`config.mk`:
```
export PLATFORM = sky130hd
export DESIGN_NAME = ctrl_oneshot_bank
export DESIGN_NICKNAME = d
export VERILOG_FILES = /design/src/rtl/ctrl_oneshot_bank_pkg.sv /design/src/rtl/ctrl_oneshot_chan.sv /design/src/rtl/ctrl_oneshot_bank.sv
export SDC_FILE = /design/constraint.sdc
export NUM_CORES = 1
export LEC_CHECK = 0
export BUFFER_PORTS_ARGS = -buffer_cell sky130_fd_sc_hd__buf_2
export CORE_MARGIN = 10
export CORE_UTILIZATION = 45
export DETAILED_ROUTE_END_ITERATION = 6
export PLACE_DENSITY = 0.63
export SLEW_MARGIN = 20
export SYNTH_ARGS = -nofsm -noshare
export SYNTH_HDL_FRONTEND = slang
export SYNTH_SLANG_ARGS = --single-unit
```
`constraint.sdc`:
```
create_clock -name clock_i -period 3.3 [get_ports clock_i]
set_clock_uncertainty 0.2 [all_clocks]
set_input_delay 0.495 -clock clock_i [delete_from_list [all_inputs] [get_ports clock_i]]
set_output_delay 0.495 -clock clock_i [all_outputs]
set_load 0.03 [all_outputs]
```
`src/rtl/ctrl_oneshot_bank_pkg.sv`:
```
// rtl/ctrl_oneshot_bank_pkg.sv - shared state, edge-select constants and trigger helper for the one-shot bank
package ctrl_oneshot_bank_pkg;

    localparam int MAX_CHANNELS = 8;

    localparam int EDGE_RISE = 0;
    localparam int EDGE_FALL = 1;
    localparam int EDGE_BOTH = 2;

    typedef enum logic [1:0] {
        ONESHOT_IDLE  = 2'd0,
        ONESHOT_PULSE = 2'd1,
        ONESHOT_HOLD  = 2'd2
    } oneshot_state_e;

    function automatic logic [MAX_CHANNELS-1:0] select_trig(
        input int                      edge_sel,
        input logic [MAX_CHANNELS-1:0] cur,
        input logic [MAX_CHANNELS-1:0] prev
    );
        logic [MAX_CHANNELS-1:0] rise;
        logic [MAX_CHANNELS-1:0] fall;
        rise = cur & ~prev;
        fall = ~cur & prev;
        case (edge_sel)
            EDGE_RISE: return rise;
            EDGE_FALL: return fall;
            default:   return rise | fall;
        endcase
    endfunction

endpackage

```
`src/rtl/ctrl_oneshot_chan.sv`:
```
// rtl/ctrl_oneshot_chan.sv - single one-shot channel: IDLE/PULSE/HOLD FSM, down-counter and sticky overrun
module ctrl_oneshot_chan
    import ctrl_oneshot_bank_pkg::*;
#(
    parameter int CountWidth = 16,
    parameter int PulseWidth = 16,
    parameter int HoldOff    = 0,
    parameter int Retrigger  = 0
) (
    input  logic clock_i,
    input  logic reset_i,
    input  logic enable_i,
    input  logic trig_i,
    input  logic clear_overrun_i,
    output logic pulse_out_o,
    output logic busy_o,
    output logic overrun_o
);

    localparam logic [CountWidth-1:0] PULSE_LOAD = CountWidth'(PulseWidth - 1);
    localparam logic [CountWidth-1:0] HOLD_LOAD  = CountWidth'((HoldOff > 0) ? HoldOff - 1 : 0);
    localparam logic [CountWidth-1:0] CNT_ONE    = CountWidth'(1);

    oneshot_state_e        state_q;
    logic [CountWidth-1:0] cnt_q;
    logic                  pulse_q;
    logic                  busy_q;
    logic                  overrun_q;
    logic                  lost_trig;

    // A trigger that cannot start or extend a pulse is lost, including one on the last cycle of a phase.
    assign lost_trig = enable_i && trig_i &&
                       ((state_q == ONESHOT_HOLD) ||
                        ((state_q == ONESHOT_PULSE) && (Retrigger == 0)));

    always_ff @(posedge clock_i) begin
        if (reset_i) begin
            state_q   <= ONESHOT_IDLE;
            cnt_q     <= '0;
            pulse_q   <= 1'b0;
            busy_q    <= 1'b0;
            overrun_q <= 1'b0;
        end else begin
            if (lost_trig) begin
                overrun_q <= 1'b1;
            end else if (clear_overrun_i) begin
                overrun_q <= 1'b0;
            end

            if (!enable_i) begin
                state_q <= ONESHOT_IDLE;
                cnt_q   <= '0;
                pulse_q <= 1'b0;
                busy_q  <= 1'b0;
            end else begin
                case (state_q)
                    ONESHOT_IDLE: begin
                        if (trig_i) begin
                            state_q <= ONESHOT_PULSE;
                            cnt_q   <= PULSE_LOAD;
                            pulse_q <= 1'b1;
                            busy_q  <= 1'b1;
                        end
                    end
                    ONESHOT_PULSE: begin
                        if (trig_i && (Retrigger != 0)) begin
                            cnt_q <= PULSE_LOAD;
                        end else if (cnt_q == '0) begin
                            if (HoldOff > 0) begin
                                state_q <= ONESHOT_HOLD;
                                cnt_q   <= HOLD_LOAD;
                                pulse_q <= 1'b0;
                            end else begin
                                state_q <= ONESHOT_IDLE;
                                pulse_q <= 1'b0;
                                busy_q  <= 1'b0;
                            end
                        end else begin
                            cnt_q <= cnt_q - CNT_ONE;
                        end
                    end
                    ONESHOT_HOLD: begin
                        if (cnt_q == '0) begin
                            state_q <= ONESHOT_IDLE;
                            busy_q  <= 1'b0;
                        end else begin
                            cnt_q <= cnt_q - CNT_ONE;
                        end
                    end
                    default: begin
                        state_q <= ONESHOT_IDLE;
                        cnt_q   <= '0;
                        pulse_q <= 1'b0;
                        busy_q  <= 1'b0;
                    end
                endcase
            end
        end
    end

    assign pulse_out_o = pulse_q;
    assign busy_o      = busy_q;
    assign overrun_o   = overrun_q;

endmodule

```
`src/rtl/ctrl_oneshot_bank.sv`:
```
// rtl/ctrl_oneshot_bank.sv - bank of edge-triggered one-shot channels fed by the 8-bit control register
module ctrl_oneshot_bank
    import ctrl_oneshot_bank_pkg::*;
#(
    parameter int NumChannels = 8,
    parameter int CountWidth  = 16,
    parameter int PulseWidth  = 16,
    parameter int HoldOff     = 0,
    parameter int TriggerEdge = 0,
    parameter int Retrigger   = 0
) (
    input  logic                    clock_i,
    input  logic                    reset_i,
    input  logic                    enable_i,
    input  logic [MAX_CHANNELS-1:0] control_in_i,
    input  logic [MAX_CHANNELS-1:0] clear_overrun_i,
    output logic [MAX_CHANNELS-1:0] pulse_out_o,
    output logic [MAX_CHANNELS-1:0] busy_o,
    output logic [MAX_CHANNELS-1:0] overrun_o
);

    localparam longint CntMax = (longint'(1) << CountWidth) - 1;

    if (NumChannels < 1 || NumChannels > MAX_CHANNELS ||
        CountWidth < 1 || CountWidth > 32 ||
        PulseWidth < 1 || longint'(PulseWidth) > CntMax ||
        HoldOff < 0 || longint'(HoldOff) > CntMax ||
        TriggerEdge < EDGE_RISE || TriggerEdge > EDGE_BOTH ||
        Retrigger < 0 || Retrigger > 1) begin : g_bad_param
        $fatal(1, "ctrl_oneshot_bank: parameter out of range");
    end

    logic [MAX_CHANNELS-1:0] prev_q;
    logic [MAX_CHANNELS-1:0] trig;

    // prev tracks through reset and disable so no stale level fires on release.
    always_ff @(posedge clock_i) begin
        prev_q <= control_in_i;
    end

    assign trig = select_trig(TriggerEdge, control_in_i, prev_q);

    for (genvar i = 0; i < MAX_CHANNELS; i++) begin : g_chan
        if (i < NumChannels) begin : g_on
            ctrl_oneshot_chan #(
                .CountWidth (CountWidth),
                .PulseWidth (PulseWidth),
                .HoldOff    (HoldOff),
                .Retrigger  (Retrigger)
            ) u_chan (
                .clock_i         (clock_i),
                .reset_i         (reset_i),
                .enable_i        (enable_i),
                .trig_i          (trig[i]),
                .clear_overrun_i (clear_overrun_i[i]),
                .pulse_out_o     (pulse_out_o[i]),
                .busy_o          (busy_o[i]),
                .overrun_o       (overrun_o[i])
            );
        end else begin : g_off
            assign pulse_out_o[i] = 1'b0;
            assign busy_o[i]      = 1'b0;
            assign overrun_o[i]   = 1'b0;
        end
    end

endmodule

```
==> results of run 1 <==
==> what timing repair did <==
action	4_1_cts	5_1_grt
hold endpoints to repair	6	0
setup buffers	0	0
hold buffers	6	0
gates resized for setup	0	0
==> how the worst min path moves through the flow <==
stage                                                  from                                            to  depth (start not counted)
6_report                                    control_in_i[1]                             prev_q[1]$_DFF_P_                          1
5_1_grt                                     control_in_i[1]                             prev_q[1]$_DFF_P_                          1
4_1_cts                                     control_in_i[1]                             prev_q[1]$_DFF_P_                          1
3_5_place_dp   g_chan[3].g_on.u_chan.overrun_o$_SDFFE_PP0P_  g_chan[3].g_on.u_chan.overrun_o$_SDFFE_PP0P_                          2
3_3_place_gp   g_chan[3].g_on.u_chan.overrun_o$_SDFFE_PP0P_  g_chan[3].g_on.u_chan.overrun_o$_SDFFE_PP0P_                          2
2_1_floorplan  g_chan[6].g_on.u_chan.cnt_q[15]$_SDFFE_PP0P_  g_chan[6].g_on.u_chan.cnt_q[15]$_SDFFE_PP0P_                          2
==> layout by cell type, fill, tap and decap left out, types with 20 or more instances in the layout <==
master,n
nand3_1,22
or3_1,20
dfxtp_1,152
nand2_1,38
a21oi_1,34
buf_2,42
xnor2_1,54
inv_1,31
nor4_1,24
o21ai_0,21
nor3_1,40
nor2_1,122
==> per-layer routing <==
layer  part of all wire (%)  vias to the layer above  routed length (microns)  global-route usage (%)
li1                       -                     3202                        -                       -
met1                     50                     2834                     7890                    18.8
met2                     45                       82                     7030                    23.1
met3                    3.9                       12                      619                    4.22
met4                    1.0                        0                      157                    4.32
met5                      0                        -                        0                       0
==> synth_stat cells (3+ instances only) <==
cell | count | area (sq um)
clkbuf_1 | 30 | 113
nand2_1 | 38 | 143
ha_1 | 10 | 125
buf_4 | 24 | 180
nand2b_1 | 14 | 87.6
a211o_1 | 4 | 35.0
mux2_2 | 8 | 90.1
nor4b_1 | 6 | 52.6
xor2_1 | 14 | 123
a211oi_1 | 18 | 135
o21a_1 | 3 | 22.5
nor2_1 | 122 | 458
nand3_1 | 22 | 110
or2_2 | 6 | 37.5
o31ai_1 | 16 | 120
or3b_2 | 3 | 26.3
o41ai_1 | 6 | 52.6
nor3b_1 | 8 | 60.1
a31oi_1 | 5 | 31.3
o211ai_1 | 12 | 90.1
inv_1 | 31 | 116
a311oi_1 | 8 | 70.1
nand4b_1 | 6 | 52.6
or4_1 | 12 | 90.1
or4_4 | 4 | 45.0
dfxtp_1 | 152 | 3040
or3_1 | 20 | 125
and3_1 | 9 | 56.3
a32oi_1 | 6 | 52.6
a21oi_1 | 34 | 170
xnor2_1 | 54 | 473
o21ai_0 | 21 | 105
and2_1 | 7 | 43.8
nor2b_1 | 10 | 62.6
o2111ai_1 | 6 | 52.6
nand3b_1 | 7 | 52.6
a2111oi_0 | 11 | 96.3
nand4_1 | 10 | 62.6
nor3_1 | 40 | 200
and4_1 | 3 | 26.3
nor4_1 | 24 | 150
==> kinds of logic (layout without fill, tap and decap cells) <==
kind of cell | count (synthesis) | count (layout) | synth area share (%)
AO/OA/AOI/OAI | 165 | 165 | 15.5
XOR/XNOR | 68 | 68 | 7.91
adder cells (fa/ha/maj) | 10 | 10 | 1.66
buffers and inverters | 87 | 120 | 5.68
flip-flops | 152 | 152 | 40.4
multiplexers | 9 | 9 | 1.33
AND/OR/NAND/NOR | 383 | 383 | 27.5
==> final cells by class <==
cell class | count | area, sq um | share of cell area [%]
clock buffers | 24 | 482 | 5.68
clock inverters | 8 | 143 | 1.68
inverters | 31 | 116 | 1.37
multi-input cells | 635 | 4070 | 48.0
flip-flops and latches | 152 | 3040 | 35.9
well taps | 220 | 275 | 3.25
repair buffers | 57 | 350 | 4.13
==> flip-flops by register name, summed over array words and instances (netlist names) <==
signal	flops
g_chan.g_on.u_chan.cnt_q	128
g_chan.g_on.u_chan.overrun_o	8
prev_q	8
g_chan.g_on.u_chan.pulse_out_o	7
g_chan.g_on.u_chan.state_q	1
==> where the power goes <==
part | internal (mW) | total [mW] | leakage, nW | switching (mW)
combinational | 0.250 | 0.595 | 1.60 | 0.345
clock | 1.32 | 2.04 | 0.304 | 0.721
sequential | 1.89 | 1.95 | 1.23 | 0.0617
==> per-stage QoR <==
step,power [mW],worst slack (ns)
global route,4.80,0.594
CTS,4.65,0.757
detailed placement,2.58,0.795
global placement,2.58,0.854
finish,4.59,0.785
floorplan,2.46,0.960
==> worst max-delay path, stage by stage, from the launching register on <==
cell and delay [ns]:
dfxtp_1 0.34, inv_1 0.07, ha_1 0.17, or3b_1 0.45
nor4_4 0.50, a211oi_1 0.20, nand3b_1 0.13, mux2_2 0.33
==> results.txt, run 1 <==
Max-slew violations = 0
Routed WL per cell = 13.9 microns
Drt via density = 5.44
Setup_tns = 0 ns
Hold WS = 0.0185 ns
Hold Crit Class = primary input to register
CP startpoint = g_chan[0].g_on.u_chan.cnt_q[0]$_SDFFE_PP0P_
Critical Path AT = 2.62 ns
DRT Pass-1 Iters = 5
Overflow after GRT = 0
R2R Setup Slk = 0.79 ns
Post-DRT Antenna Nets = 0
Fin crit share = 76.2%
Clock sinks = 152
Setup violations, final = 0
Worst-Margin Slew = 0.753 ns
CP Max Fanout = 10
FMAX = 0.398 GHz
Hold Fails Final Rpt = 0
Synth Net Count = 903
Worst endpoint required time = 3.41 ns
Mapped Area = 7530 sq um
RSZ-0062 raised after global routing = false
Die Footprint = 22300 sq um
Root buffer cell = clkbuf_16
Max Buffers Root-to-Sink = 2
Capturing point of the worst reg2reg path = g_chan[0].g_on.u_chan.cnt_q[13]$_SDFFE_PP0P_
Ys async rst share = 0%
Max-cap violations = 0
Min Tclk post-route = 2.51 ns
Routed vias = 6130
Cell Rows = 47
First-pass GRT wire length = 27300 microns
DP Cell Count = 1089
Largest net degree at the start of global routing = 43
Initial Utilization = 45.6%
Worst setup SP type = register
Mapped Cells = 874
Total detailed-routing wirelength = 15700 microns
Io pins = 43
Global Route Usage Sum = 14.6%
Outcome = completed
Syn_area_per_cell = 8.62 sq um
Cell Area, Placed = 7790 sq um
Clk_lat worst skew = 0.42 ns
Layout Cells excl Fill = 1127
Die span in x = 149 microns
Post-synth cell types = 67
Ys Warns = 0
Relative slew slack = 49.4%
# diodes = 0
Fillers = 1554
Vias in the first global route = 5844
Clk slew on worst S/H paths = 0.06 ns
Core area = 16500 sq um
Sequential-to-total area share from yosys stat = 40.4%
FF+latch count, synth = 152
Worst Reg-to-Reg Cells = 7
Die Y = 149 microns
Final net count = 923
CP endpoint kind = register
Pleak = 3.14 nW
End of the critical path = g_chan[0].g_on.u_chan.cnt_q[13]$_SDFFE_PP0P_
Hpwl dp = 10800 microns
Routability Congestion = 0.839
H-tree levels = 4
R2R Path Start = g_chan[0].g_on.u_chan.cnt_q[0]$_SDFFE_PP0P_
IO Port Bufs = 42
EDFF count, synth = 0
Peak supply drop = 0.000368 V
Final Util = 51.3%
Initial DRC Count = 224
Initial antenna violation count = 0
CTS tree = yes
Power Dens Cells = 542 nW/um^2
Residual DRC count = 0
CTS Buf Count = 17
Layout cells sized above 1 = 12.1%
Main synth FF type = dfxtp_1
Critical path class = register to register
Area growth from synthesis to layout = 12.5%
Design area = 8480 sq um
(Power assumes the default switching activity.)
==> run 2: changes to the inputs <==
--- a/config.mk
+++ b/config.mk
@@ -5,6 +5,7 @@
 export SDC_FILE = /design/constraint.sdc
 export NUM_CORES = 1
 export LEC_CHECK = 0
+export ABC_AREA = 1
 export BUFFER_PORTS_ARGS = -buffer_cell sky130_fd_sc_hd__buf_2
 export CORE_MARGIN = 10
 export CORE_UTILIZATION = 45
==> constraint.sdc (replaced) <==
create_clock -name clock_i -period 2.4 [get_ports clock_i]
set_clock_uncertainty 0.2 [all_clocks]
set_input_delay 0.36 -clock clock_i [delete_from_list [all_inputs] [get_ports clock_i]]
set_output_delay 0.36 -clock clock_i [all_outputs]
set_load 0.03 [all_outputs]
==> run 2 against run 1 <==
Core utilization barely moved. Die area rose by 16%. Critical path depth fell by 5. Cell area rose by 18%. Via count rose by 32%. Area after synthesis rose by 18%. Clock-buffer cell count fell by 6. Wire length rose by 28%. Register-to-register slack got worse by 0.31 ns. First-iteration DRC count rose by 86%. Worst setup slack got worse by 0.33 ns. Sequential power rose by 35%. Critical path type is now register to primary output. Highest routed layer unchanged.
==> results.txt, run 2 <==
Layout cells sized above 1 = 12.8%
Capturing point of the worst reg2reg path = g_chan[5].g_on.u_chan.cnt_q[9]$_SDFFE_PP0P_
Io pins = 43
Global Route Usage Sum = 15.6%
Sequential-to-total area share from yosys stat = 34.2%
Mapped Area = 8900 sq um
Die Y = 161 microns
Hpwl dp = 14500 microns
CP endpoint kind = primary output
CP startpoint = g_chan[7].g_on.u_chan.pulse_out_o$_SDFFE_PP0P_
RSZ-0062 raised after global routing = false
First-pass GRT wire length = 34600 microns
Fillers = 1995
Synth Net Count = 1428
Root buffer cell = clkbuf_16
Worst-Margin Slew = 0.477 ns
Clk slew on worst S/H paths = 0.06 ns
Final net count = 1466
CTS Buf Count = 17
Routability Congestion = 0.887
Multi-input logic area = 4800 sq um
Die Footprint = 25800 sq um
R2R Path Start = g_chan[5].g_on.u_chan.cnt_q[0]$_SDFFE_PP0P_
Critical path class = register to primary output
DRT Pass-1 Iters = 4
Routed WL per cell = 11.7 microns
Clk_lat worst skew = 0.43 ns
Switching Share = 28.3%
Switching power = 1.86 mW
Drt via density = 4.73
Area leader, netlist = dfxtp_1
Max-cap violations = 0
Clock Power Share = 44.1%
Mapped Cells = 1399
EDFF count, synth = 0
Setup_tns = 0 ns
Syn_area_per_cell = 6.36 sq um
Core area = 19500 sq um
R2R Setup Slk = 0.48 ns
Die span in x = 161 microns
Clock sinks = 152
Comb power frac = 15.8%
Register area = 3040 sq um
Sequential power share = 40.1%
Post-DRT Antenna Nets = 0
Outcome = completed
Cell Rows = 51
Final WS setup = 0.456 ns
Hold Crit Class = primary input to register
Initial Utilization = 45.7%
Highest-count cells in the layout ignoring fill and taps = nand2_1 (334), nor2_1 (301), inv_1 (176)
# diodes = 0
Worst setup SP type = register
Worst endpoint required time = 1.84 ns
Critical Path AT = 1.38 ns
Post-synth cell types = 34
Total detailed-routing wirelength = 20100 microns
Count leader, synth = nand2_1
Initial antenna violation count = 0
Overflow after GRT = 0
Main synth FF type = dfxtp_1
Largest register FFs = 128
Final Util = 51.3%
Synth area leaders = dfxtp_1 (34%), nand2_1 (14%), nor2_1 (13%), inv_1 (7.5%), nand3_1 (5.0%)
CTS tree = yes
Peak supply drop = 0.000484 V
DP Cell Count = 1667
Hold EP = g_chan[3].g_on.u_chan.overrun_o$_SDFFE_PP0P_
Internal power = 4.70 mW
Ys Warns = 0
Power Dens Cells = 658 nW/um^2
Vias in the first global route = 7651
Dpl ws = 0.502 ns
Area growth from synthesis to layout = 12.1%
Fin crit share = 81.0%
Residual DRC count = 0
Hold WS = 0.257 ns
Routed vias = 8112
Hold-fix buffers, CTS = 16
Synth top area share = 34.2%
Worst Reg-to-Reg Cells = 11
Largest net degree at the start of global routing = 31
Post-CTS setup buffer count = 0
Most frequent cells after synthesis = nand2_1 (334), nor2_1 (301), inv_1 (177)
FF+latch count, synth = 152
Relative slew slack = 67.9%
Layout Cells excl Fill = 1715
Hold Fails Final Rpt = 0
IO Port Bufs = 42
Setup violations, final = 0
Initial DRC Count = 416
Max Buffers Root-to-Sink = 2
Commonest non-fill, non-tap cell in the layout = nand2_1
Hold Crit Depth = 3
Pleak = 4.69 nW
CP Max Fanout = 8
H-tree levels = 4
Min Tclk post-route = 1.94 ns
Biggest register = g_chan.g_on.u_chan.cnt_q
Max-slew violations = 0
Ys async rst share = 0%
Hold path startpoint = reset_i
CTS resizes = 0
FMAX = 0.514 GHz
-- run 2: final cells by class --
| class | instances | share of cell area (%) |
|---|---|---|
| Timing Repair Buffer | 73 | 4.84 |
| Inverter | 182 | 6.85 |
| Clock buffer | 18 | 4.40 |
| Clock inverter | 14 | 1.99 |
| Tap cell | 265 | 3.32 |
| Sequential cell | 152 | 30.5 |
| Multi-Input combinational cell | 1011 | 48.1 |
-- run 2: cells by family (layout without fill, tap and decap cells) --
group | Yosys count | count (layout) | synth area share, %
simple gates | 838 | 838 | 41.4
xor+xnor | 17 | 17 | 1.67
fa+ha+maj | 10 | 10 | 1.41
flops | 152 | 152 | 34.2
buf+inv | 236 | 287 | 11.9
compound gates | 146 | 146 | 9.40
-- run 2: power by group through the flow --
stage,Clock (mW),Combinational (mW),Sequential [mW]
after floorplan,0,0.841,2.67
after global placement,0,1.00,2.69
after detailed placement,0,1.02,2.69
after CTS,2.97,1.04,2.63
after global routing,3.07,1.18,2.64
final,2.90,1.04,2.63
-- run 2: worst max-delay path by stage --
stage / to / slack (ns) / depth (start not counted)
2_1_floorplan: g_chan[2].g_on.u_chan.cnt_q[13]$_SDFFE_PP0P_ / 0.66 / 10
3_5_place_dp: g_chan[2].g_on.u_chan.cnt_q[14]$_SDFFE_PP0P_ / 0.50 / 11
4_1_cts: pulse_out_o[7] / 0.41 / 2
3_3_place_gp: g_chan[2].g_on.u_chan.cnt_q[11]$_SDFFE_PP0P_ / 0.53 / 11
5_1_grt: g_chan[2].g_on.u_chan.cnt_q[7]$_SDFFE_PP0P_ / 0.32 / 11
6_report: pulse_out_o[7] / 0.46 / 2
-- run 2: per-stage QoR --
step / total power [mW] / instance area, sq um
CTS: 6.64 / 9970
global placement: 3.69 / 9180
finish: 6.56 / 9970
global route: 6.89 / 9970
floorplan: 3.51 / 8900
detailed placement: 3.70 / 9180
-- run 2: layer usage --
layer	vias up	global-route usage [%]	routed length, microns
met5	-	0	0
met4	0	5.22	379
met3	22	3.17	534
met2	84	25.7	9050
met1	3609	19.9	10100
li1	4397	-	-
-- run 2: critical path: stages (launching register included) --
cell and delay [ns]:
dfxtp_1 0.53, buf_4 0.23, buf_2 0.21
==> run 3: changes to the inputs <==
==> constraint.sdc (replaced) <==
create_clock -name clock_i -period 1.8 [get_ports clock_i]
set_clock_uncertainty 0.2 [all_clocks]
set_input_delay 0.27 -clock clock_i [delete_from_list [all_inputs] [get_ports clock_i]]
set_output_delay 0.27 -clock clock_i [all_outputs]
set_load 0.03 [all_outputs]
==> run 3 against run 2 <==
Power rose by 33%. Cell count rose by 2.6%. Register-to-register slack got worse by 0.39 ns. Cell area rose by 5.0%. Combinational power rose by 48%. Largest cell class unchanged. Largest power group unchanged. Highest routed layer unchanged.
==> results.txt, run 3 (synthesis results as in run 2) <==
CTS tree = yes
Routed WL per cell = 11.6 microns
Cell Area, Placed = 9450 sq um
Design area = 10500 sq um
Highest-count cells in the layout ignoring fill and taps = nand2_1 (328), nor2_1 (291), inv_1 (169)
# diodes = 0
FMAX = 0.586 GHz
Capturing point of the worst reg2reg path = g_chan[2].g_on.u_chan.cnt_q[9]$_SDFFE_PP0P_
Global Route Usage Sum = 15.7%
Worst-Margin Slew = 0.339 ns
Worst Reg-to-Reg Cells = 10
Hold Crit Class = primary input to register
Vias in the first global route = 7590
Final WS setup = 0.0949 ns
Area growth from synthesis to layout = 17.8%
Critical Path AT = 1.81 ns
Setup violations, final = 0
CP startpoint = g_chan[2].g_on.u_chan.cnt_q[1]$_SDFFE_PP0P_
Critical path class = register to register
Die span in x = 161 microns
Fillers = 1868
Core area = 19500 sq um
Hold EP = g_chan[5].g_on.u_chan.overrun_o$_SDFFE_PP0P_
Layout cells sized above 1 = 17.2%
Outcome = completed
Routability Congestion = 0.878
Total Power = 8.75 mW
Initial Utilization = 45.7%
Largest register FFs = 128
Fin crit share = 94.7%
Hpwl dp = 14500 microns
Power Dens Cells = 835 nW/um^2
R2R Setup Slk = 0.09 ns
Commonest non-fill, non-tap cell in the layout = nand2_1
CP Max Fanout = 11
First-pass GRT wire length = 34400 microns
Hold Crit Depth = 3
Relative slew slack = 77.3%
Worst setup SP type = register
Root buffer cell = clkbuf_16
RSZ-0062 raised after global routing = true
Total detailed-routing wirelength = 20500 microns
Io pins = 43
Hold Fails Final Rpt = 0
Overflow after GRT = 0
DRT Pass-1 Iters = 5
Post-DRT Antenna Nets = 0
Final Util = 53.8%
Max Buffers Root-to-Sink = 2
Cell Rows = 51
Dpl ws = -0.0132 ns
CP endpoint kind = register
Initial antenna violation count = 0
IO Port Bufs = 42
Final net count = 1510
Pleak = 4.91 nW
Die Y = 161 microns
Max-slew violations = 0
Initial DRC Count = 420
Hold path startpoint = reset_i
Peak supply drop = 0.000585 V
Clk slew on worst S/H paths = 0.07 ns
Max-cap violations = 0
Min Tclk post-route = 1.71 ns
Drt via density = 4.72
CTS Buf Count = 17
Die Footprint = 25800 sq um
Clk_lat worst skew = 0.43 ns
Routed vias = 8309
R2R Path Start = g_chan[2].g_on.u_chan.cnt_q[1]$_SDFFE_PP0P_
Residual DRC count = 0
Worst endpoint required time = 1.90 ns
H-tree levels = 4
Clock sinks = 152
Biggest register = g_chan.g_on.u_chan.cnt_q
Largest net degree at the start of global routing = 58
Setup_tns = 0 ns
==> run 3: area by class of cell <==
class / count / area [sq um] / share of cell area [%]
Multi-Input combinational cell: 1012 / 4950 / 47.3
Sequential cell: 152 / 3040 / 29.0
Timing Repair Buffer: 116 / 847 / 8.08
Inverter: 182 / 686 / 6.54
Clock buffer: 18 / 439 / 4.19
Tap cell: 265 / 332 / 3.16
Clock inverter: 14 / 176 / 1.68
==> run 3: how the worst max path moves through the flow <==
stage	endpoint	depth (start not counted)
global route	g_chan[2].g_on.u_chan.cnt_q[15]$_SDFFE_PP0P_	9
CTS	g_chan[3].g_on.u_chan.cnt_q[13]$_SDFFE_PP0P_	9
global placement	g_chan[3].g_on.u_chan.cnt_q[9]$_SDFFE_PP0P_	11
finish	g_chan[2].g_on.u_chan.cnt_q[9]$_SDFFE_PP0P_	10
detailed placement	g_chan[3].g_on.u_chan.cnt_q[9]$_SDFFE_PP0P_	11
floorplan	g_chan[2].g_on.u_chan.cnt_q[13]$_SDFFE_PP0P_	10
==> run 3: routing by layer <==
| metal | global-route usage, % | share of wire (%) |
|---|---|---|
| met5 | 0 | 0 |
| met4 | 5.18 | 1.2 |
| met3 | 3.53 | 3.2 |
| met2 | 25.8 | 46 |
| met1 | 19.8 | 50 |
==> run 3: report_power, final <==
part	internal (mW)	switching, mW	total [mW]	leakage (nW)
registers	3.44	0.0604	3.50	1.23
clock network	2.22	1.48	3.70	0.284
logic	0.571	0.973	1.54	3.39
==> run 3: per-stage QoR <==
stage	hold slack (ns)	cells
6_report	0.102	1759
5_1_grt	0.124	1759
4_1_cts	0.0815	1747
3_5_place_dp	0.200	1699
3_3_place_gp	0.199	1699
2_1_floorplan	0.0977	1399
==> run 3: what timing repair did <==
action                                 4_1_cts  5_1_grt
hold buffers                                16        0
gates resized for setup                      2       45
cloned                                       0        1
setup endpoints to repair                    4       82
endpoints found under the hold margin       16        0
pin swaps                                    0       12
setup buffers                                0       11
==> run 3: worst max-delay path: stages, from the launching register on <==
cell,delay (ns)
dfxtp_1,0.31
inv_1,0.11
ha_4,0.15
nand3_2,0.11
nor2_4,0.13
nand2_4,0.09
a21oi_4,0.15
buf_12,0.14
nor2_1,0.05
nor2_1,0.09
nor2_1,0.05
